===== config.mk =====
export PLATFORM = sky130hd
export DESIGN_NAME = rb_fifo_drain_ser
export DESIGN_NICKNAME = d
export VERILOG_FILES = /design/src/rtl/rb_fifo_drain_ser.sv
export SDC_FILE = /design/constraint.sdc
export NUM_CORES = 1
export LEC_CHECK = 0
export CAP_MARGIN = 20
export CORE_AREA = 2 2 39 41
export CTS_CLUSTER_SIZE = 20
export DETAILED_ROUTE_END_ITERATION = 7
export DIE_AREA = 0 0 41 43
export DONT_BUFFER_PORTS = 1
export HOLD_SLACK_MARGIN = 0.08
export SLEW_MARGIN = 40
export SYNTH_ARGS = -nofsm -noshare
export SYNTH_HDL_FRONTEND = slang
export SYNTH_SLANG_ARGS = --single-unit

===== constraint.sdc =====
create_clock -name clock -period 1.2 [get_ports clock]
set_input_delay 0.12 -clock clock [delete_from_list [all_inputs] [get_ports clock]]
set_output_delay 0.12 -clock clock [all_outputs]
set_load 0.03 [all_outputs]

===== src/rtl/rb_fifo_drain_ser.sv =====
// Drains the ring-buffer FIFO and shifts each word out LSB-first over a 1-bit valid/ready stream.
// Define RB_DRAIN_PARITY_EN to append an even-parity bit to every frame.
//
// state | meaning
// IDLE  | no word held; pops whenever the FIFO is non-empty
// SHIFT | word held in shreg; data bits offered one per handshake
// PAR   | parity bit offered after the last data bit (RB_DRAIN_PARITY_EN only)
module rb_fifo_drain_ser #(
  parameter int MSBD = 1,
  parameter int MSBC = 7
) (
  input  logic            clock,
  input  logic            rst,
  input  logic [MSBD:0]   fifo_dataOut,
  input  logic            fifo_empty,
  input  logic            fifo_full,
  input  logic            fifo_push,
  output logic            pop,
  output logic            ser_data,
  output logic            ser_valid,
  input  logic            ser_ready,
  output logic            ser_last,
  output logic            busy,
  output logic [MSBC:0]   word_cnt
);

  localparam int W  = MSBD + 1;
  localparam int BW = (W > 1) ? $clog2(W) : 1;
  localparam logic [BW-1:0] LAST_IDX = BW'(MSBD);

`ifdef RB_DRAIN_PARITY_EN
  typedef enum logic [1:0] {IDLE = 2'd0, SHIFT = 2'd1, PAR = 2'd2} state_t;
`else
  typedef enum logic {IDLE = 1'b0, SHIFT = 1'b1} state_t;
`endif

  state_t          state, state_nxt;
  logic [MSBD:0]   shreg;
  logic [BW-1:0]   bit_cnt;
  logic            pop_eff;
  logic            accept;
  logic            last_bit;
  logic            frame_done;
`ifdef RB_DRAIN_PARITY_EN
  logic            par;
`endif

  // A push into a non-full FIFO wins over a pop in the same cycle, so that pop is lost.
  assign pop_eff  = pop & ~fifo_empty & ~(fifo_push & ~fifo_full);
  assign accept   = ser_valid & ser_ready;
  assign last_bit = (bit_cnt == LAST_IDX);
`ifdef RB_DRAIN_PARITY_EN
  assign frame_done = (state == PAR) & accept;
`else
  assign frame_done = (state == SHIFT) & accept & last_bit;
`endif

  always_ff @(posedge clock or posedge rst) begin
    if (rst) state <= IDLE;
    else     state <= state_nxt;
  end

  always_comb begin
    state_nxt = state;
    case (state)
      IDLE:  if (pop_eff) state_nxt = SHIFT;
`ifdef RB_DRAIN_PARITY_EN
      SHIFT: if (accept && last_bit) state_nxt = PAR;
      PAR:   if (accept) state_nxt = IDLE;
`else
      SHIFT: if (accept && last_bit) state_nxt = IDLE;
`endif
      default: state_nxt = IDLE;
    endcase
  end

  always_comb begin
    pop       = 1'b0;
    ser_valid = 1'b0;
    ser_data  = 1'b0;
    ser_last  = 1'b0;
    busy      = 1'b0;
    if (!rst) begin
      case (state)
        IDLE: pop = ~fifo_empty;
        SHIFT: begin
          ser_valid = 1'b1;
          ser_data  = shreg[0];
`ifdef RB_DRAIN_PARITY_EN
          ser_last  = 1'b0;
`else
          ser_last  = last_bit;
`endif
          busy      = 1'b1;
        end
`ifdef RB_DRAIN_PARITY_EN
        PAR: begin
          ser_valid = 1'b1;
          ser_data  = par;
          ser_last  = 1'b1;
          busy      = 1'b1;
        end
`endif
        default: ;
      endcase
    end
  end

  always_ff @(posedge clock or posedge rst) begin
    if (rst) begin
      shreg    <= '0;
      bit_cnt  <= '0;
      word_cnt <= '0;
`ifdef RB_DRAIN_PARITY_EN
      par      <= 1'b0;
`endif
    end else begin
      if (state == IDLE && pop_eff) begin
        shreg   <= fifo_dataOut;
        bit_cnt <= '0;
`ifdef RB_DRAIN_PARITY_EN
        par     <= ^fifo_dataOut;
`endif
      end else if (state == SHIFT && accept) begin
        shreg   <= shreg >> 1;
        bit_cnt <= bit_cnt + 1'b1;
      end
      if (frame_done) word_cnt <= word_cnt + 1'b1;
    end
  end

endmodule


==> flow_results.xml <==
<?xml version="1.0" encoding="UTF-8"?>
<metrics>
  <group name="timing">
    <metric name="rsz_0062_raised_after_global_routing" unit="">true</metric>
    <metric name="final_max_slew_viol_count" unit="">0</metric>
    <metric name="hold_viol_final" unit="">0</metric>
    <metric name="final_min_period_over_clock_period" unit="%">102</metric>
    <metric name="fin_setup_tns" unit="ps">-41.1</metric>
    <metric name="skew" unit="ps">2.18</metric>
    <metric name="timing.final.crit_period" unit="ps">1230</metric>
    <metric name="worst_pin_slew" unit="ps">539</metric>
    <metric name="timing.final.ws_setup" unit="ps">-26.1</metric>
    <metric name="setup-violations-final" unit="">2</metric>
    <metric name="timing.fmax" unit="MHz">816</metric>
    <metric name="relative_slew_margins" unit="%">63.9</metric>
  </group>
  <group name="critical_path">
    <metric name="cp_data_arrival_time" unit="ps">1110</metric>
    <metric name="worst-endpoint-required" unit="ps">1080</metric>
    <metric name="r2r_cells" unit="">3</metric>
    <metric name="slowest_delay" unit="ps">440</metric>
    <metric name="timing.critical_path.cells" unit="">nor3_4 &gt; buf_6</metric>
    <metric name="cp_top_family" unit="">flip-flops</metric>
    <metric name="r2r_start" unit="">state</metric>
    <metric name="critPathKind" unit="">reg2out</metric>
    <metric name="endpoint_kind" unit="">output port</metric>
    <metric name="crit_path_top_delay_cell" unit="">sky130_fd_sc_hd__dfrtp_2</metric>
    <metric name="worstPathBufferInverterCount" unit="">1</metric>
    <metric name="reg2reg_slack" unit="ps">10</metric>
    <metric name="critical_path.startpoint_type" unit="">flop</metric>
    <metric name="critical_r2r_capture" unit="">word_cnt[1]</metric>
    <metric name="crit_path_max_fanout" unit="">5</metric>
  </group>
  <group name="min_path">
    <metric name="hp-start" unit="">fifo_empty</metric>
    <metric name="holdPathStages" unit="">2</metric>
    <metric name="hold_end" unit="">bit_cnt</metric>
    <metric name="hold_path.class" unit="">in2reg</metric>
  </group>
  <group name="yosys">
    <metric name="syn_nets" unit="">62</metric>
    <metric name="synth-warning-count" unit="">0</metric>
    <metric name="count_of_unique_library_cells_instantiated_by_yosys" unit="">25</metric>
    <metric name="post_synth_inst_count" unit="">53</metric>
    <metric name="ys_seq_elements" unit="">12</metric>
    <metric name="post_synth_instance_area" unit="sq um">618</metric>
    <metric name="synth_area_per_cell" unit="sq um">11.7</metric>
    <metric name="synth_seq_area_share" unit="%">48.6</metric>
  </group>
  <group name="place">
    <metric name="dpl_cell_area" unit="sq um">734</metric>
    <metric name="placement.io_buffers" unit="">0</metric>
    <metric name="gpl.final_weighted_congestion" unit="">0.743</metric>
    <metric name="total_half_perimeter_wirelength_after_legalization_and_detailed_placement" unit="um">846</metric>
  </group>
  <group name="power_and_ir_drop">
    <metric name="irDropWorstVdd" unit="mV">1.34</metric>
    <metric name="report.power.total" unit="mW">1.89</metric>
    <metric name="pwr_dens" unit="mW/mm^2">2220</metric>
    <metric name="power.leakage" unit="nW">0.435</metric>
  </group>
  <group name="route">
    <metric name="avgViaCountPerCell" unit="">5.16</metric>
    <metric name="finalWirelength" unit="um">1140</metric>
    <metric name="drtAntennaViolNets" unit="">0</metric>
    <metric name="drc" unit="">0</metric>
    <metric name="vias" unit="">439</metric>
    <metric name="drt_iter0_drc" unit="">1</metric>
    <metric name="dr.pass1.iters" unit="">3</metric>
    <metric name="routed_wire_length_per_instance" unit="um">13.4</metric>
  </group>
  <group name="global_route">
    <metric name="global_route.usage.met2" unit="%">19.4</metric>
    <metric name="first_pass_grt_wire_length" unit="um">1840</metric>
    <metric name="groute.layer.met3.usage" unit="%">3.66</metric>
    <metric name="track_usage" unit="%">15.1</metric>
    <metric name="grt.overflow.total" unit="">0</metric>
    <metric name="grt_max_degree" unit="">13</metric>
    <metric name="gr-max-usage-layer" unit="">met1</metric>
    <metric name="grt_antenna_before_repair" unit="">0</metric>
    <metric name="gr-usage-met1" unit="%">23.6</metric>
    <metric name="grt_pass1_vias" unit="">458</metric>
  </group>
  <group name="floorplanning">
    <metric name="num_rows" unit="">14</metric>
    <metric name="design.die.area" unit="sq mm">0.00176</metric>
    <metric name="floorplan.initialDensity" unit="%">44.7</metric>
    <metric name="top_level_ports" unit="">21</metric>
    <metric name="fp.coreArea" unit="sq mm">0.00138</metric>
    <metric name="die_height" unit="um">43</metric>
    <metric name="die-width" unit="um">41</metric>
  </group>
  <group name="flow_run">
    <metric name="drv.max_cap_violation_count" unit="">0</metric>
  </group>
  <group name="layout">
    <metric name="area_growth_syn_to_layout" unit="%">38.1</metric>
    <metric name="final_util" unit="%">61.7</metric>
    <metric name="finish.net_count" unit="">79</metric>
    <metric name="design_area" unit="sq um">853</metric>
    <metric name="diodes" unit="">0</metric>
    <metric name="layout_cells_sized_above_1" unit="%">55.1</metric>
  </group>
  <group name="cts">
    <metric name="tritoncts" unit="">done</metric>
    <metric name="clock_latency" unit="ps">260</metric>
    <metric name="clock-root-buffer" unit="">sky130_fd_sc_hd__clkbuf_4</metric>
    <metric name="cts_hold_buffers" unit="">1</metric>
    <metric name="cts_inserted_buffers" unit="">3</metric>
    <metric name="clock-sinks" unit="">12</metric>
    <metric name="clk_pin_slew" unit="ps">80</metric>
    <metric name="clock_path_buffers" unit="">2</metric>
    <metric name="h-tree-depth" unit="">1</metric>
  </group>
  <group name="run_status">
    <metric name="run_status" unit="">finished with violations</metric>
    <metric name="violations" unit="">negative setup slack</metric>
  </group>
</metrics>
[repair_timing]
item,in CTS,in global routing
setup endpoints to repair,9,12
endpoints found under the hold margin,14,2
pin swaps,4,4
gates resized for setup,5,11
buffers inserted,0,0
[power breakdown]
group          switching (mW)  total [mW]  internal, mW
Sequential              0.137       0.686         0.549
Clock                   0.131       0.315         0.184
Combinational           0.517       0.892         0.375
Total                   0.785        1.89          1.11
[Yosys cell counts]
master	instances	area, sq um
sky130_fd_sc_hd__a21oi_1	1	5.00
sky130_fd_sc_hd__a311o_1	1	10.0
sky130_fd_sc_hd__a31o_2	1	8.76
sky130_fd_sc_hd__and2_2	2	15.0
sky130_fd_sc_hd__and2b_2	1	8.76
sky130_fd_sc_hd__and3_1	2	12.5
sky130_fd_sc_hd__and3_2	1	7.51
sky130_fd_sc_hd__buf_4	1	7.51
sky130_fd_sc_hd__dfrtp_1	12	300
sky130_fd_sc_hd__ha_1	1	12.5
sky130_fd_sc_hd__inv_1	3	11.3
sky130_fd_sc_hd__mux2_2	1	11.3
sky130_fd_sc_hd__nand2_1	5	18.8
sky130_fd_sc_hd__nand2_2	1	6.26
sky130_fd_sc_hd__nand2b_1	1	6.26
sky130_fd_sc_hd__nand3_1	1	5.00
sky130_fd_sc_hd__nand3b_2	1	11.3
sky130_fd_sc_hd__nand4_1	1	6.26
sky130_fd_sc_hd__nand4b_4	1	23.8
sky130_fd_sc_hd__nor2_1	1	3.75
sky130_fd_sc_hd__nor3_1	3	15.0
sky130_fd_sc_hd__nor3_2	2	20.0
sky130_fd_sc_hd__nor4_4	1	21.3
sky130_fd_sc_hd__xnor2_1	3	26.3
sky130_fd_sc_hd__xor2_1	5	43.8
[layer usage]
layer / vias up / part of all wire, % / routed length, um
li1: 212 / - / -
met1: 216 / 46 / 524
met2: 11 / 48 / 546
met3: 0 / 6.2 / 71
met4: 0 / 0 / 0
met5: - / 0 / 0
[worst max-delay path by stage]
stage / from / endpoint / slack, ps / cells past startpoint
6_report: state / pop / -30 / 2
5_1_grt: state / pop / -80 / 2
2_1_floorplan: state / shreg[0] / -90 / 3
3_3_place_gp: state / word_cnt[7] / 10 / 4
4_1_cts: state / pop / -20 / 2
3_5_place_dp: state / shreg[0] / -10 / 3
[logic make-up (layout without fill, tap and decap cells)]
logic type | after synthesis | after routing | synth area share, %
AND/OR/NAND/NOR | 24 | 24 | 29.4
flip-flops | 12 | 12 | 48.6
XOR/XNOR | 8 | 8 | 11.3
buffers and inverters | 4 | 20 | 3.04
AO/OA/AOI/OAI | 3 | 3 | 3.85
adder cells (fa/ha/maj) | 1 | 1 | 2.02
multiplexers | 1 | 1 | 1.82
[sequential cells by signal (all words and copies together), names as in the netlist]
name,count
word_cnt,8
shreg,2
bit_cnt,1
state,1
[final cells by class]
class                      instances  area (sq um)
inverter                           3          11.3
clock buffer                       4          36.3
tap                               16          20.0
multi-input combinational         37           363
timing repair buffer              13           116
sequential                        12           307
fill                             114           531
[metrics by stage]
step                      hold slack (ps)  std cells  setup WS (ps)
after floorplan                     -15.6         53          -92.7
after global placement               49.4         80           13.7
after detailed placement             45.8         80          -10.9
after CTS                            45.5         85          -22.7
after global routing                 49.7         85          -80.9
final                                49.8         85          -26.1
[layout by cell type (no fill, tap or decap), types with 2 or more instances in the layout]
master,netlist,layout
sky130_fd_sc_hd__xnor2_1,3,3
sky130_fd_sc_hd__and2_4,0,2
sky130_fd_sc_hd__dfrtp_1,12,7
sky130_fd_sc_hd__nor3_4,0,4
sky130_fd_sc_hd__clkbuf_4,0,3
sky130_fd_sc_hd__dfrtp_2,0,5
sky130_fd_sc_hd__inv_1,3,3
sky130_fd_sc_hd__nand2_1,5,4
sky130_fd_sc_hd__nand2_2,1,2
sky130_fd_sc_hd__buf_4,1,10
sky130_fd_sc_hd__xor2_1,5,5
Note: power is estimated with default switching activity, not from simulation.
